$ cat config.mk
export PLATFORM = sky130hd
export DESIGN_NAME = hazard_ctrl_flat
export DESIGN_NICKNAME = d
export VERILOG_FILES = /design/src/rtl/hazard_ctrl_if.sv /design/src/rtl/hazard_ctrl.sv /design/src/flat_wrapper.sv
export SDC_FILE = /design/constraint.sdc
export NUM_CORES = 1
export LEC_CHECK = 0
export CAP_MARGIN = 20
export CORE_MARGIN = 10
export CORE_UTILIZATION = 41
export CTS_BUF_LIST = sky130_fd_sc_hd__clkbuf_4 sky130_fd_sc_hd__clkbuf_8 sky130_fd_sc_hd__clkbuf_16
export CTS_CLUSTER_DIAMETER = 50
export DETAILED_ROUTE_END_ITERATION = 16
export PLACE_DENSITY = 0.8
export SETUP_SLACK_MARGIN = 0.15
export SKIP_CTS_REPAIR_TIMING = 1
export SYNTH_ARGS = -nofsm -noshare
export SYNTH_HDL_FRONTEND = slang
export SYNTH_SLANG_ARGS = --single-unit
$ cat constraint.sdc
create_clock -name clk -period 2.3 [get_ports clk]
set_clock_uncertainty 0.2 [all_clocks]
set_input_delay 0.46 -clock clk [delete_from_list [all_inputs] [get_ports clk]]
set_output_delay 0.46 -clock clk [all_outputs]
set_load 0.01 [all_outputs]
$ cat src/rtl/hazard_ctrl_if.sv
// Pipeline hazard-control signal bundle: ID/EX/MEM stage status in, stage enables/flushes out.
// master drives the stage status; slave is the hazard controller.
interface hazard_ctrl_if;
    logic [2:0]  id_rs;
    logic [2:0]  id_rt;
    logic        id_uses_rs;
    logic        id_uses_rt;
    logic        ex_mem_read;
    logic        ex_reg_write;
    logic [2:0]  ex_write_reg;
    logic        mem_req;
    logic        mem_done;
    logic        mem_branch_taken;
    logic        mem_halt;
    logic        pc_en;
    logic        if_id_en;
    logic        id_ex_en;
    logic        ex_mem_en;
    logic        mem_wb_en;
    logic        if_id_flush;
    logic        id_ex_flush;
    logic        ex_mem_flush;
    logic        mem_wb_flush;
    logic        halted;
    logic [15:0] stall_count;

    modport master (
        output id_rs, id_rt, id_uses_rs, id_uses_rt, ex_mem_read, ex_reg_write,
               ex_write_reg, mem_req, mem_done, mem_branch_taken, mem_halt,
        input  pc_en, if_id_en, id_ex_en, ex_mem_en, mem_wb_en, if_id_flush,
               id_ex_flush, ex_mem_flush, mem_wb_flush, halted, stall_count
    );

    modport slave (
        input  id_rs, id_rt, id_uses_rs, id_uses_rt, ex_mem_read, ex_reg_write,
               ex_write_reg, mem_req, mem_done, mem_branch_taken, mem_halt,
        output pc_en, if_id_en, id_ex_en, ex_mem_en, mem_wb_en, if_id_flush,
               id_ex_flush, ex_mem_flush, mem_wb_flush, halted, stall_count
    );
endinterface

$ cat src/rtl/hazard_ctrl.sv
// Five-stage pipeline hazard controller: memory-wait freeze, halt, branch flush,
// load-use bubble, plus a saturating stalled-cycle counter.
module hazard_ctrl (
    input  logic         clk,
    input  logic         rst,
    hazard_ctrl_if.slave hz
);

    typedef enum logic [1:0] {RUN, MEMWAIT, HALTED} state_t;

    state_t      r_state;
    state_t      w_next;
    logic [15:0] r_stall_count;

    logic w_mem_busy;
    logic w_load_use;
    logic w_pc_en, w_if_id_en, w_id_ex_en, w_ex_mem_en, w_mem_wb_en;
    logic w_if_id_flush, w_id_ex_flush, w_ex_mem_flush, w_mem_wb_flush;
    logic w_halted;

    assign w_mem_busy = hz.mem_req & ~hz.mem_done;
    assign w_load_use = hz.ex_mem_read & hz.ex_reg_write &
                        ((hz.id_uses_rs & (hz.id_rs == hz.ex_write_reg)) |
                         (hz.id_uses_rt & (hz.id_rt == hz.ex_write_reg)));

    always_comb begin
        w_next         = r_state;
        w_pc_en        = 1'b0;
        w_if_id_en     = 1'b0;
        w_id_ex_en     = 1'b0;
        w_ex_mem_en    = 1'b0;
        w_mem_wb_en    = 1'b0;
        w_if_id_flush  = 1'b0;
        w_id_ex_flush  = 1'b0;
        w_ex_mem_flush = 1'b0;
        w_mem_wb_flush = 1'b0;
        w_halted       = 1'b0;
        if (rst) begin
            w_next = RUN;
        end else begin
            case (r_state)
                HALTED: begin
                    w_halted = 1'b1;
                end
                default: begin
                    // RUN and MEMWAIT share one priority chain; MEMWAIT only
                    // differs in that it is left once mem_done releases the freeze.
                    w_next = RUN;
                    if (w_mem_busy) begin
                        w_mem_wb_en    = 1'b1;
                        w_mem_wb_flush = 1'b1;
                        w_next         = MEMWAIT;
                    end else if (hz.mem_halt) begin
                        w_mem_wb_en    = 1'b1;
                        w_if_id_flush  = 1'b1;
                        w_id_ex_flush  = 1'b1;
                        w_ex_mem_flush = 1'b1;
                        w_next         = HALTED;
                    end else if (hz.mem_branch_taken) begin
                        w_pc_en        = 1'b1;
                        w_if_id_en     = 1'b1;
                        w_id_ex_en     = 1'b1;
                        w_ex_mem_en    = 1'b1;
                        w_mem_wb_en    = 1'b1;
                        w_if_id_flush  = 1'b1;
                        w_id_ex_flush  = 1'b1;
                        w_ex_mem_flush = 1'b1;
                    end else if (w_load_use) begin
                        w_id_ex_en     = 1'b1;
                        w_id_ex_flush  = 1'b1;
                        w_ex_mem_en    = 1'b1;
                        w_mem_wb_en    = 1'b1;
                    end else begin
                        w_pc_en        = 1'b1;
                        w_if_id_en     = 1'b1;
                        w_id_ex_en     = 1'b1;
                        w_ex_mem_en    = 1'b1;
                        w_mem_wb_en    = 1'b1;
                    end
                end
            endcase
        end
    end

    always_ff @(posedge clk) begin
        if (rst) begin
            r_state       <= RUN;
            r_stall_count <= '0;
        end else begin
            r_state <= w_next;
            // The cycle that enters HALTED is not a stall; the counter saturates.
            if (!w_pc_en && (w_next != HALTED) && (r_stall_count != '1))
                r_stall_count <= r_stall_count + 16'd1;
        end
    end

    assign hz.pc_en        = w_pc_en;
    assign hz.if_id_en     = w_if_id_en;
    assign hz.id_ex_en     = w_id_ex_en;
    assign hz.ex_mem_en    = w_ex_mem_en;
    assign hz.mem_wb_en    = w_mem_wb_en;
    assign hz.if_id_flush  = w_if_id_flush;
    assign hz.id_ex_flush  = w_id_ex_flush;
    assign hz.ex_mem_flush = w_ex_mem_flush;
    assign hz.mem_wb_flush = w_mem_wb_flush;
    assign hz.halted       = w_halted;
    assign hz.stall_count  = r_stall_count;

endmodule

$ cat src/flat_wrapper.sv
// flat-port wrapper written by rule: the top's interface ports become plain ports
module hazard_ctrl_flat 
  (clk, rst, hz_id_rs, hz_id_rt, hz_id_uses_rs, hz_id_uses_rt, hz_ex_mem_read, hz_ex_reg_write, hz_ex_write_reg, hz_mem_req, hz_mem_done, hz_mem_branch_taken, hz_mem_halt, hz_pc_en, hz_if_id_en, hz_id_ex_en, hz_ex_mem_en, hz_mem_wb_en, hz_if_id_flush, hz_id_ex_flush, hz_ex_mem_flush, hz_mem_wb_flush, hz_halted, hz_stall_count);
  hazard_ctrl_if hz_i ();
  input  logic clk;
  input  logic rst;
  input wire logic [$bits(hz_i.id_rs)-1:0] hz_id_rs;
  input wire logic [$bits(hz_i.id_rt)-1:0] hz_id_rt;
  input wire logic [$bits(hz_i.id_uses_rs)-1:0] hz_id_uses_rs;
  input wire logic [$bits(hz_i.id_uses_rt)-1:0] hz_id_uses_rt;
  input wire logic [$bits(hz_i.ex_mem_read)-1:0] hz_ex_mem_read;
  input wire logic [$bits(hz_i.ex_reg_write)-1:0] hz_ex_reg_write;
  input wire logic [$bits(hz_i.ex_write_reg)-1:0] hz_ex_write_reg;
  input wire logic [$bits(hz_i.mem_req)-1:0] hz_mem_req;
  input wire logic [$bits(hz_i.mem_done)-1:0] hz_mem_done;
  input wire logic [$bits(hz_i.mem_branch_taken)-1:0] hz_mem_branch_taken;
  input wire logic [$bits(hz_i.mem_halt)-1:0] hz_mem_halt;
  output wire logic [$bits(hz_i.pc_en)-1:0] hz_pc_en;
  output wire logic [$bits(hz_i.if_id_en)-1:0] hz_if_id_en;
  output wire logic [$bits(hz_i.id_ex_en)-1:0] hz_id_ex_en;
  output wire logic [$bits(hz_i.ex_mem_en)-1:0] hz_ex_mem_en;
  output wire logic [$bits(hz_i.mem_wb_en)-1:0] hz_mem_wb_en;
  output wire logic [$bits(hz_i.if_id_flush)-1:0] hz_if_id_flush;
  output wire logic [$bits(hz_i.id_ex_flush)-1:0] hz_id_ex_flush;
  output wire logic [$bits(hz_i.ex_mem_flush)-1:0] hz_ex_mem_flush;
  output wire logic [$bits(hz_i.mem_wb_flush)-1:0] hz_mem_wb_flush;
  output wire logic [$bits(hz_i.halted)-1:0] hz_halted;
  output wire logic [$bits(hz_i.stall_count)-1:0] hz_stall_count;
  assign hz_i.id_rs = hz_id_rs;
  assign hz_i.id_rt = hz_id_rt;
  assign hz_i.id_uses_rs = hz_id_uses_rs;
  assign hz_i.id_uses_rt = hz_id_uses_rt;
  assign hz_i.ex_mem_read = hz_ex_mem_read;
  assign hz_i.ex_reg_write = hz_ex_reg_write;
  assign hz_i.ex_write_reg = hz_ex_write_reg;
  assign hz_i.mem_req = hz_mem_req;
  assign hz_i.mem_done = hz_mem_done;
  assign hz_i.mem_branch_taken = hz_mem_branch_taken;
  assign hz_i.mem_halt = hz_mem_halt;
  assign hz_pc_en = hz_i.pc_en;
  assign hz_if_id_en = hz_i.if_id_en;
  assign hz_id_ex_en = hz_i.id_ex_en;
  assign hz_ex_mem_en = hz_i.ex_mem_en;
  assign hz_mem_wb_en = hz_i.mem_wb_en;
  assign hz_if_id_flush = hz_i.if_id_flush;
  assign hz_id_ex_flush = hz_i.id_ex_flush;
  assign hz_ex_mem_flush = hz_i.ex_mem_flush;
  assign hz_mem_wb_flush = hz_i.mem_wb_flush;
  assign hz_halted = hz_i.halted;
  assign hz_stall_count = hz_i.stall_count;
  hazard_ctrl u_core (.clk(clk), .rst(rst), .hz(hz_i));
endmodule
# Word-level counts from Yosys, hierarchy flattened
# Cells that the tools add are included.
# Widths: inputs -> output; s select.
# word_totals
reg_bits,18
latch_bits,0
mem_bits_rw,0
rom_bits,0
input_bits,19
out_inout_bits,26
word_cells,50
n_memories,0
# op_classes
n_addsub,1
n_mul,0
div_mod_pow,0
order_cmp,0
eq_ne,5
n_shift,0
muxes,32
bitwise,7
n_reduce_logical,3
# ops
cell,n
$mux 1,28
$add 16x1->16 const B,1
$ne 16x16->1 const B,1
$mux 2,4
$eq 3x3->1,2
$and 1x1->1,5
$eq 2x2->1 const B,1
$logic_and 1x1->1,2
$ne 2x2->1 const B,1
$logic_not 1->1,1
$not 1->1,1
$or 1x1->1,1

# Longest topological paths before layout
# logic_depth
depth_word,13
ltp_mapped,8
mapped_depth_nobuf,7

# Worst setup path before layout
# Ideal clock, no wire load.
# synth_timing
path_kind,input port to output port
from,input rst
to,output hz_pc_en
arrival_time_ns,1.545
required_time_ns,1.640
setup_slack_ns,0.095
stages,5
n_path_buf,2
path_cell_list,buf_4 nor2_1 nand3b_1 nor2_1 buf_4
# synth_via
elab_chain_len,1
# synth_lines
item,line_no,text
"start, declared",flat_wrapper.sv:6,input logic rst;
$mux 1,n/a,
"end, declared",flat_wrapper.sv:18,output wire logic [$bits(hz_i.pc_en)-1:0] hz_pc_en;
# Every way passes these cells.

# Final worst setup path
# layout_timing
from,input hz_ex_write_reg[2]
to,register u_core.r_stall_count[5] (netlist: u_core.hz.stall_count[5])
# layout_via
elab_chain_len,13
word_cells_on_any_way,15
classes_between,2 x eq/ne; 6 x mux; 4 x bitwise; 3 x reduce/logical
# layout_lines
item,line_no,text
"start, declared",flat_wrapper.sv:13,input wire logic [$bits(hz_i.ex_write_reg)-1:0] hz_ex_write_reg;
"$eq 3x3->1, on equally long branches","hazard_ctrl.sv:23, hazard_ctrl.sv:24",
"$and 1x1->1, on equally long branches","hazard_ctrl.sv:23, hazard_ctrl.sv:24",
$or 1x1->1 (*),hazard_ctrl.sv:23,((hz.id_uses_rs & (hz.id_rs == hz.ex_write_reg)) |
$and 1x1->1 (*),hazard_ctrl.sv:22,assign w_load_use = hz.ex_mem_read & hz.ex_reg_write &
$mux 1 (*),hazard_ctrl.sv:68,end else if (w_load_use) begin
$mux 1 (*),hazard_ctrl.sv:59,end else if (hz.mem_branch_taken) begin
$mux 1 (*),hazard_ctrl.sv:53,end else if (hz.mem_halt) begin
$mux 1 (*),hazard_ctrl.sv:49,if (w_mem_busy) begin
$mux 1 (*),hazard_ctrl.sv:41,case (r_state)
$mux 1 (*),hazard_ctrl.sv:38,if (rst) begin
$logic_not 1->1 (*),hazard_ctrl.sv:92,if (!w_pc_en && (w_next != HALTED) && (r_stall_count != '1))
$logic_and 1x1->1 (*) (2 in a row),hazard_ctrl.sv:92,
"end signal, assigned",hazard_ctrl.sv:93,r_stall_count <= r_stall_count + 16'd1;
"end, declared",hazard_ctrl.sv:13,logic [15:0] r_stall_count;
# Mark *: on every way between the ends. The rest lies on a longest branch, timed or not.
# A chain may end at the register's enable or synchronous reset.

==> impl_metrics.tcl <==
set metrics [dict create \
    status "complete, no violations" \
    p_leak_nw 0.802 \
    seq_area_frac_synth 0.356 \
    grt.overflow.total 0 \
    numClockSinks 18 \
    fillers 142 \
    vias 1181 \
    place.gp.congestion 0.739 \
    port_buffers 44 \
    crit_type "in2reg" \
    grt_pass1_wl_mm 5.04 \
    r2r_cells 8 \
    endpoint "u_core.hz.stall_count[5]" \
    clock_latency_ns 0.30 \
    start_util 0.445 \
    switching_share 0.282 \
    path_cells "clkbuf_2 > xnor2_1 > nand4_1 > buf_4 > a211oi_4 > buf_6 > o21ai_4 > or4_1 > a21oi_1" \
    antenna_found_initial 0 \
    cap_violations 0 \
    r2r-start "u_core.r_state[1]" \
    cts_buffers 3 \
    htree_levels 1 \
    ant_nets 0 \
    ys_warn_count 0 \
    ios 45 \
    n_antenna_cell 0 \
    via_per_inst 5.47 \
    crit_slowest_cell "or4_1" \
    path_clk_slew_ns 0.10 \
    period_share 0.971 \
    pwr-share-seq 0.471 \
    r2r_slack_ns 0.14 \
    syn_nets 138 \
    synthDominantCellAreaShare 0.356 \
    ctsRootBufferMaster "clkbuf_4" \
    timing.critical_path.required_ns 2.33 \
    period_needed_ns 2.23 \
    power_frac_comb 0.306 \
    first_pass_iters 4 \
    die_h_um 69.7 \
    tritoncts "built" \
    ir_drop_uv 397 \
    maxSlewHeadroom 0.744 \
    startpoint "hz_ex_write_reg[2]" \
    slowest_delay_ns 0.48 \
    yosysTopAreaCell "dfxtp_1" \
    final_nets 210 \
    synth_area_leaders "dfxtp_1 36%, xnor2_1 6.1%, nor2_1 5.2%, xor2_1 4.3%, a21oi_1 4.0%" \
    clockPowerShare 0.223 \
    cp-start-kind "primary input" \
    fmax_mhz 448 \
    wirelength_mm 3.52 \
    clockBufferDepth 2 \
    die_area_mm2 0.00486 \
    yosysUniqueCellTypes 35 \
    die_w_um 69.7 \
    coreArea_mm2 0.00228 \
    ys_ff_latch 18 \
    worst_pin_slew_ns 0.382 \
    grtUsageTotal 0.120 \
    drive_gt1_frac 0.399 \
    synth_area_mm2 0.00101 \
    critPathBufInv 3 \
    cp.depth 9 \
    rsz0062_at_grt "yes" \
    hold_depth 2 \
    setup_viol 0 \
    placed_area_mm2 0.00155 \
    critPathMaxFanout 7 \
    worst_hold_path_type "in2reg" \
    final_area_mm2 0.00180 \
    grt_pass1_vias 1141 \
    synth_area_per_cell_um2 8.58 \
    wire_per_inst_um 16.3 \
    cp.arrival_ns 2.27 \
    utilization 0.793 \
    detailedRoute.firstIterationViolations 66 \
    path_delay_family "simple AND/OR/NAND/NOR gates" \
    crit_path_end_kind "flop" \
    grt_start_max_net_pins 13 \
    cellInternalPower_w 0.000507 \
    syn2layout_area_growth_pct 78.2 \
    p_per_area_mw_per_mm2 391 \
    rows 17 \
    post-route-drc-count 0 \
    hpwlAfterDp_mm 2.51 \
    rr_endpoint "u_core.hz.stall_count[5]" \
    slew_violations 0 \
    timing.final.hold_violations 0 \
    syn-instance-count 118 \
    p_sw_w 0.000199 \
]
-- synth_stat cells, drive strengths merged --
cell and n:
o21a 2, inv 3, nor3 3, nor2b 1
o21ai 7, nand2b 1, nand3 5, mux2i 1
or3 6, ha 1, or4 2, and2 1
nor3b 1, xnor2 7, nor2 14, nand2 7
nand4 5, a31o 1, dfxtp 18, o31ai 1
a41oi 1, a21oi 8, a21o 1, o211ai 4
and3 1, xor2 5, a211oi 1, buf 5
nand3b 1, o2111ai 2, and4 1, clkbuf 1
-- metal layers --
layer  track usage  vias up  wire length [um]  share of wire
li1              -      570                 -              -
met1         0.113      557              1280           0.36
met2         0.209       49              1770           0.50
met3        0.0656        5               401           0.11
met4        0.0522        0                65          0.018
met5             0        -                 0              0
-- cells in the final DEF, fill, tap and decap left out, types with 2 or more instances in the layout --
master           count
buf_4               23
clkdlybuf4s50_1     18
dfxtp_1             14
dlymetal6s2s_1      11
clkbuf_2            10
nor2_1               9
buf_6                9
nand2_1              6
o21ai_0              6
nand4_1              5
nand3_1              5
xor2_1               5
xnor2_2              4
a21oi_2              4
o211ai_1             4
or3_1                4
a21oi_1              4
dfxtp_2              4
xnor2_1              3
nor2_4               3
nor3_1               3
inv_1                3
clkbuf_4             3
nor2_2               2
o2111ai_1            2
or3_4                2
o21a_1               2
or4_1                2
-- area by class of cell --
class,count,area [um^2],share of cell area
well taps,28,35.0,0.0194
multi-input cells,92,723,0.401
inverters,3,11.3,0.00624
clock buffers,3,22.5,0.0125
repair buffers,72,647,0.359
flip-flops and latches,18,365,0.202
-- power groups by stage --
| stage | Sequential [W] | Clock [W] | Combinational (W) |
|---|---|---|---|
| after CTS | 0.000330 | 0.000162 | 0.000179 |
| final | 0.000332 | 0.000157 | 0.000216 |
| after floorplan | 0.000340 | 0 | 0.0000768 |
| after global placement | 0.000337 | 0 | 0.000172 |
| after global routing | 0.000334 | 0.000173 | 0.000233 |
| after detailed placement | 0.000337 | 0 | 0.000177 |
-- worst register-to-register path, stage by stage, from the launching register on --
cell	delay (ns)
dfxtp_2	0.33
nor3b_2	0.15
buf_4	0.14
a31o_4	0.21
a41oi_4	0.22
buf_6	0.15
o21ai_4	0.08
or4_1	0.48
a21oi_1	0.14
-- logic make-up after synthesis --
logic type               share of synthesized area
AND/OR/NAND/NOR                              0.251
AO/OA/AOI/OAI                                0.211
flip-flops                                   0.356
XOR/XNOR                                     0.104
buffers and inverters                       0.0556
multiplexers                               0.00989
adder cells (fa/ha/maj)                     0.0124
-- metrics by stage --
stage	setup WS, ns	TNS [ns]	cells	total power, W	hold WS (ns)
finish	0.0658	0	216	0.000706	0.309
global placement	-0.553	-8.97	198	0.000509	0.278
global route	-0.0464	-0.0464	216	0.000740	0.313
CTS	-0.625	-5.99	201	0.000670	0.308
detailed placement	-0.610	-10.30	198	0.000515	0.291
floorplan	0.152	0	118	0.000417	0.307
-- registers in the layout, indices dropped and copies added (netlist names) --
signal	count
u_core.hz.stall_count	16
u_core.r_state	2
-- worst min path at each step --
stage                             startpoint                       end  slack [ns]
floorplan           u_core.hz.stall_count[5]  u_core.hz.stall_count[5]        0.31
global placement    u_core.hz.stall_count[5]  u_core.hz.stall_count[5]        0.28
global route                     hz_mem_halt         u_core.r_state[1]        0.31
finish                           hz_mem_halt         u_core.r_state[1]        0.31
detailed placement  u_core.hz.stall_count[5]  u_core.hz.stall_count[5]        0.29
CTS                 u_core.hz.stall_count[5]  u_core.hz.stall_count[5]        0.31
(Power assumes the default switching activity.)
